===== src/rtl/alu_pkg.sv =====
`default_nettype none
// ============================================================================
// Module      : alu_pkg
// Description : Shared ALU definitions: converter state encoding and the
//               bit positions of the 4-bit status word.
// Revision    : 1.0 - initial release
// ============================================================================
package alu_pkg;

    typedef enum logic [1:0] {
        IDLE = 2'd0,
        CONV = 2'd1,
        DONE = 2'd2
    } state_t;

    localparam int ST_ERR    = 0;
    localparam int ST_SIGN   = 1;
    localparam int ST_PARITY = 2;
    localparam int ST_ONES   = 3;

endpackage
`default_nettype wire


===== src/rtl/status_flags.sv =====
`default_nettype none
// ============================================================================
// Module      : status_flags
// Description : Combinational sign/parity/all-ones flags for an M-bit result.
//               The error bit is always 0 here; the parent owns it.
// Revision    : 1.0 - initial release
// ============================================================================
module status_flags
    import alu_pkg::*;
#(
    parameter int M = 4
) (
    input  logic [M-1:0] i_value,
    output logic [3:0]   o_flags
);

    always_comb begin
        o_flags            = 4'b0000;
        o_flags[ST_SIGN]   = i_value[M-1];
        o_flags[ST_PARITY] = ~(^i_value);
        o_flags[ST_ONES]   = &i_value;
    end

endmodule
`default_nettype wire


===== src/rtl/u2_to_zm_serial.sv =====
`default_nettype none
// ============================================================================
// Module      : u2_to_zm_serial
// Description : Bit-serial two's complement to sign-magnitude converter with
//               valid/ready handshakes and ALU status word.
// Revision    : 1.0 - initial release
// ============================================================================
module u2_to_zm_serial
    import alu_pkg::*;
#(
    parameter int M = 4
) (
    input  logic         i_clk,
    input  logic         i_rstn,
    input  logic         i_valid,
    output logic         o_ready,
    input  logic [M-1:0] i_argA,
    output logic         o_valid,
    input  logic         i_ready,
    output logic [M-1:0] o_result,
    output logic [3:0]   o_status
);

    localparam int             CW     = (M > 2) ? $clog2(M) : 1;
    localparam logic [CW-1:0]  c_last = CW'(M - 2);

    state_t          r_state;
    logic            r_sign;
    logic            r_err;
    logic            r_seen;
    logic [M-2:0]    r_sr;
    logic [M-2:0]    r_rr;
    logic [CW-1:0]   r_cnt;
    logic            r_valid;
    logic [M-1:0]    r_result;
    logic [3:0]      r_status;

    logic            w_b;
    logic            w_obit;
    logic [M-2:0]    w_rr_next;
    logic [M-1:0]    w_res;
    logic [3:0]      w_flags;
    logic            w_is_min;

    // Copy bits up to and including the first one, invert the rest.
    always_comb begin
        w_b               = r_sr[0];
        w_obit            = (r_sign && r_seen) ? ~w_b : w_b;
        w_rr_next         = r_rr >> 1;
        w_rr_next[M-2]    = w_obit;
        w_res             = {r_sign, w_rr_next};
        w_is_min          = (i_argA == {1'b1, {(M-1){1'b0}}});
    end

    status_flags #(.M(M)) u_status_flags (
        .i_value (w_res),
        .o_flags (w_flags)
    );

    always_ff @(posedge i_clk or negedge i_rstn) begin
        if (!i_rstn) begin
            r_state  <= IDLE;
            r_sign   <= 1'b0;
            r_err    <= 1'b0;
            r_seen   <= 1'b0;
            r_sr     <= '0;
            r_rr     <= '0;
            r_cnt    <= '0;
            r_valid  <= 1'b0;
            r_result <= '0;
            r_status <= 4'b0000;
        end else begin
            case (r_state)
                IDLE: begin
                    if (i_valid) begin
                        r_sign  <= i_argA[M-1];
                        r_sr    <= i_argA[M-2:0];
                        r_err   <= w_is_min;
                        r_rr    <= '0;
                        r_seen  <= 1'b0;
                        r_cnt   <= '0;
                        r_state <= CONV;
                    end
                end
                CONV: begin
                    r_sr   <= r_sr >> 1;
                    r_rr   <= w_rr_next;
                    r_seen <= r_seen | w_b;
                    r_cnt  <= r_cnt + 1'b1;
                    if (r_cnt == c_last) begin
                        r_state <= DONE;
                        r_valid <= 1'b1;
                        if (r_err) begin
                            r_result <= '0;
                            r_status <= 4'b0001;
                        end else begin
                            r_result <= w_res;
                            r_status <= w_flags;
                        end
                    end
                end
                DONE: begin
                    if (i_ready) begin
                        r_valid <= 1'b0;
                        r_state <= IDLE;
                    end
                end
                default: r_state <= IDLE;
            endcase
        end
    end

    assign o_ready  = (r_state == IDLE);
    assign o_valid  = r_valid;
    assign o_result = r_result;
    assign o_status = r_status;

endmodule
`default_nettype wire


===== config.mk =====
export PLATFORM = sky130hd
export DESIGN_NAME = u2_to_zm_serial
export DESIGN_NICKNAME = d
export VERILOG_FILES = /design/src/rtl/alu_pkg.sv /design/src/rtl/status_flags.sv /design/src/rtl/u2_to_zm_serial.sv
export SDC_FILE = /design/constraint.sdc
export NUM_CORES = 1
export LEC_CHECK = 0
export ABC_AREA = 1
export CORE_MARGIN = 3
export CORE_UTILIZATION = 54
export DETAILED_ROUTE_END_ITERATION = 12
export PLACE_DENSITY = 0.81
export SETUP_SLACK_MARGIN = 0.02
export SKIP_CTS_REPAIR_TIMING = 1
export SYNTH_ARGS = -nofsm -noshare
export SYNTH_HDL_FRONTEND = slang
export SYNTH_HIERARCHICAL = 1
export SYNTH_SLANG_ARGS = --single-unit
export TNS_END_PERCENT = 100

===== constraint.sdc =====
create_clock -name i_clk -period 1.8 [get_ports i_clk]
set_clock_uncertainty 0.05 [all_clocks]
set_input_delay 0.36 -clock i_clk [delete_from_list [all_inputs] [get_ports i_clk]]
set_output_delay 0.36 -clock i_clk [all_outputs]
set_load 0.02 [all_outputs]

==> results.py, run 1 <==
metrics = {
    "floorplanning": {
        "initial_core_util": 0.616,
        "ioPinCount": 18,
        "die_height_um": 48.9,
        "die_w_um": 48.9,
        "core_region_area_mm2": 0.00161,
        "die_area_mm2": 0.00239,
        "row_count": 14,
    },
    "detailed_routing": {
        "avgRoutedWirePerCell_um": 11.1,
        "ant_nets": 0,
        "post-route-drc-count": 0,
        "drt_wl_total_um": 1770,
        "firstDrtPassIters": 4,
        "num_vias": 756,
        "drt_iter0_drc": 14,
        "vias_per_cell": 4.75,
    },
    "layout": {
        "final_cell_mix": "nand2_1, dfrtp_1, clkdlybuf4s50_1",
        "final-seq-area_um2": 526,
        "fillers": 131,
        "fin_cells": 159,
        "num_antenna_cells": 0,
        "multi_input_area_um2": 397,
        "final_layout_size_suffix_gt1_frac": 0.111,
        "final_common_cell": "nand2_1",
        "syn_to_final_growth_pct": 20.9,
        "fin_nets": 147,
        "post-route-util": 0.745,
    },
    "setup_path": {
        "crit_family": "buffers and inverters",
        "required_ns": 1.39,
        "end_kind": "primary output",
        "arrival_ns": 1.28,
        "path_max_fanout": 2,
        "critPathKind": "flip-flop to primary output",
        "cp-start-kind": "flip-flop",
        "slowest_delay_ns": 0.61,
        "critical_path.cell_chain": "clkdlybuf4s50_1",
        "cpMaxStageDelayCell": "clkdlybuf4s50_1",
        "worst-path-buf-inv": 1,
    },
    "logic_synthesis": {
        "netlist_area_um2": 993,
        "synth_top_area_frac": 0.529,
        "synth_area_per_cell_um2": 8.56,
        "synthCells": 116,
        "synth_fp_nets": 127,
        "yosysTopAreaCell": "dfrtp_1",
        "ys_seq_elements": 21,
        "synth.top_cells.by_area": "dfrtp_1, nand2_1, ha_1, inv_1, buf_6",
        "ys.warnings.count": 6,
        "synth.distinct_cells": 19,
        "seq_area_frac_synth": 0.529,
    },
    "cts": {
        "cts_buffers": 3,
        "clockBufferDepth": 2,
        "clkSinkCount": 21,
        "clkTransAtPathRegs_ns": 0.12,
        "htree_num_levels": 1,
        "clk_latency_ns": 0.30,
        "root_buffer": "clkbuf_4",
        "cts_tree": "yes",
    },
    "place": {
        "port_buffers": 17,
        "place_congestion": 0.829,
        "dp_cells": 155,
        "place_ws_ns": 0.229,
        "dp_hpwl_um": 1350,
    },
    "grt": {
        "antenna_found_initial": 0,
        "grt_pass1_wl_um": 3360,
        "grt_max_degree": 22,
        "grt_pass1_vias": 796,
        "track_usage": 0.176,
        "globalRouteOverflowTotal": 0,
    },
    "sta": {
        "max_clock_freq_mhz": 591,
        "setup_viol": 0,
        "period_share": 0.939,
        "worst_slack_ns": 0.109,
        "finalMaxSlewViolations": 0,
        "rsz0062_at_grt": "false",
        "hold_slack_ns": 0.335,
        "finalCriticalPeriod_ns": 1.69,
        "hold_viol_final": 0,
    },
    "power_and_ir_drop": {
        "finalPower_mw": 2.02,
        "vdd_drop_max_mv": 0.933,
        "combPwrFrac": 0.490,
        "power.density_mw_per_mm2": 1680,
        "internal-power_mw": 1.15,
        "power_frac_clock": 0.112,
        "power_switching_mw": 0.865,
        "p_seq_frac": 0.398,
        "cellLeakagePower_nw": 0.636,
        "netSwitchingFraction": 0.429,
    },
    "outcome": {
        "status": "finished clean",
    },
    "job": {
        "max-cap-violations": 0,
    },
    "worst_hold_path": {
        "hold_path.class": "input pin to asynchronous set/reset pin",
    },
}
-- layer usage --
layer	GRT usage	share of wire
met5	0	0
met4	0.0332	0
met3	0.0367	0.034
met2	0.321	0.51
met1	0.213	0.45
-- cells in the mapped netlist, drive strengths merged --
| library cell | number |
|---|---|
| nand2 | 58 |
| dfrtp | 21 |
| inv | 9 |
| o21ai | 8 |
| nor2 | 6 |
| nand3 | 5 |
| buf | 4 |
| ha | 3 |
| conb | 1 |
| o31ai | 1 |
-- cells by family (layout without fill, tap and decap cells) --
kind of cell             Yosys count  in the layout  share of synthesized area
AND/OR/NAND/NOR                   69             69                      0.295
flip-flops                        21             21                      0.529
buffers and inverters             13             32                     0.0718
AO/OA/AOI/OAI                      9              9                     0.0630
adder cells (fa/ha/maj)            3              3                     0.0378
other                              1              1                    0.00377
-- power by group through the flow --
stage	sequential [mW]	combinational, mW	clock [mW]
2_1_floorplan	0.873	0.623	0
4_1_cts	0.803	1.00	0.232
5_1_grt	0.830	1.12	0.266
3_3_place_gp	0.796	0.960	0
3_5_place_dp	0.813	1.00	0
6_report	0.801	0.987	0.227
-- sequential cells by signal (all words and copies together) (netlist names) --
| signal | count |
|---|---|
| o_result | 4 |
| o_status | 4 |
| o_valid | 1 |
| r_cnt | 2 |
| r_err | 1 |
| r_rr | 2 |
| r_seen | 1 |
| r_sign | 1 |
| r_sr | 3 |
| r_state | 2 |
-- path summary, 6_finish.rpt --
check                           cells after the start   startpoint  slack, ns           to
max in group asynchronous                           2       i_rstn       1.15   r_state[1]
worst min-delay path                                2       i_rstn       0.33  o_status[2]
worst max-delay path                                1  o_result[2]       0.11  o_result[2]
worst min register to register                      2      o_valid       0.43      o_valid
worst max register to register                      9       r_sign       0.41  o_status[2]
min in group i_clk                                  2      o_valid       0.43      o_valid
-- final cells by class --
class                   instances  area share
clock buffers                   3      0.0188
clock inverters                 1     0.00417
inverters                       9      0.0281
multi-input cells              82       0.330
flip-flops and latches         21       0.438
well taps                      24      0.0250
repair buffers                 19       0.156
-- per-stage QoR --
stage	setup TNS (ns)	area (um2)
after global routing	0	1200
after detailed placement	0	1170
after global placement	0	1170
after CTS	-0.115	1200
after floorplan	0	993
final	0	1200
Note: power is estimated with default switching activity, not from simulation.
==> inputs of run 2 (changes only) <==
--- a/config.mk
+++ b/config.mk
@@ -12,6 +12,7 @@
 export PLACE_DENSITY = 0.81
 export SETUP_SLACK_MARGIN = 0.02
 export SKIP_CTS_REPAIR_TIMING = 1
+export SLEW_MARGIN = 20
 export SYNTH_ARGS = -nofsm -noshare
 export SYNTH_HDL_FRONTEND = slang
 export SYNTH_HIERARCHICAL = 1
==> results of run 2 <==
Final layout, timing and power as in run 1 (identical DEF).
==> inputs of run 3 (changes only) <==
--- a/config.mk
+++ b/config.mk
@@ -6,13 +6,13 @@
 export NUM_CORES = 1
 export LEC_CHECK = 0
 export ABC_AREA = 1
+export CAP_MARGIN = 5
 export CORE_MARGIN = 3
 export CORE_UTILIZATION = 54
 export DETAILED_ROUTE_END_ITERATION = 12
 export PLACE_DENSITY = 0.81
 export SETUP_SLACK_MARGIN = 0.02
 export SKIP_CTS_REPAIR_TIMING = 1
-export SLEW_MARGIN = 20
 export SYNTH_ARGS = -nofsm -noshare
 export SYNTH_HDL_FRONTEND = slang
 export SYNTH_HIERARCHICAL = 1
==> results of run 3 <==
Final layout, timing and power as in run 1 (identical DEF).
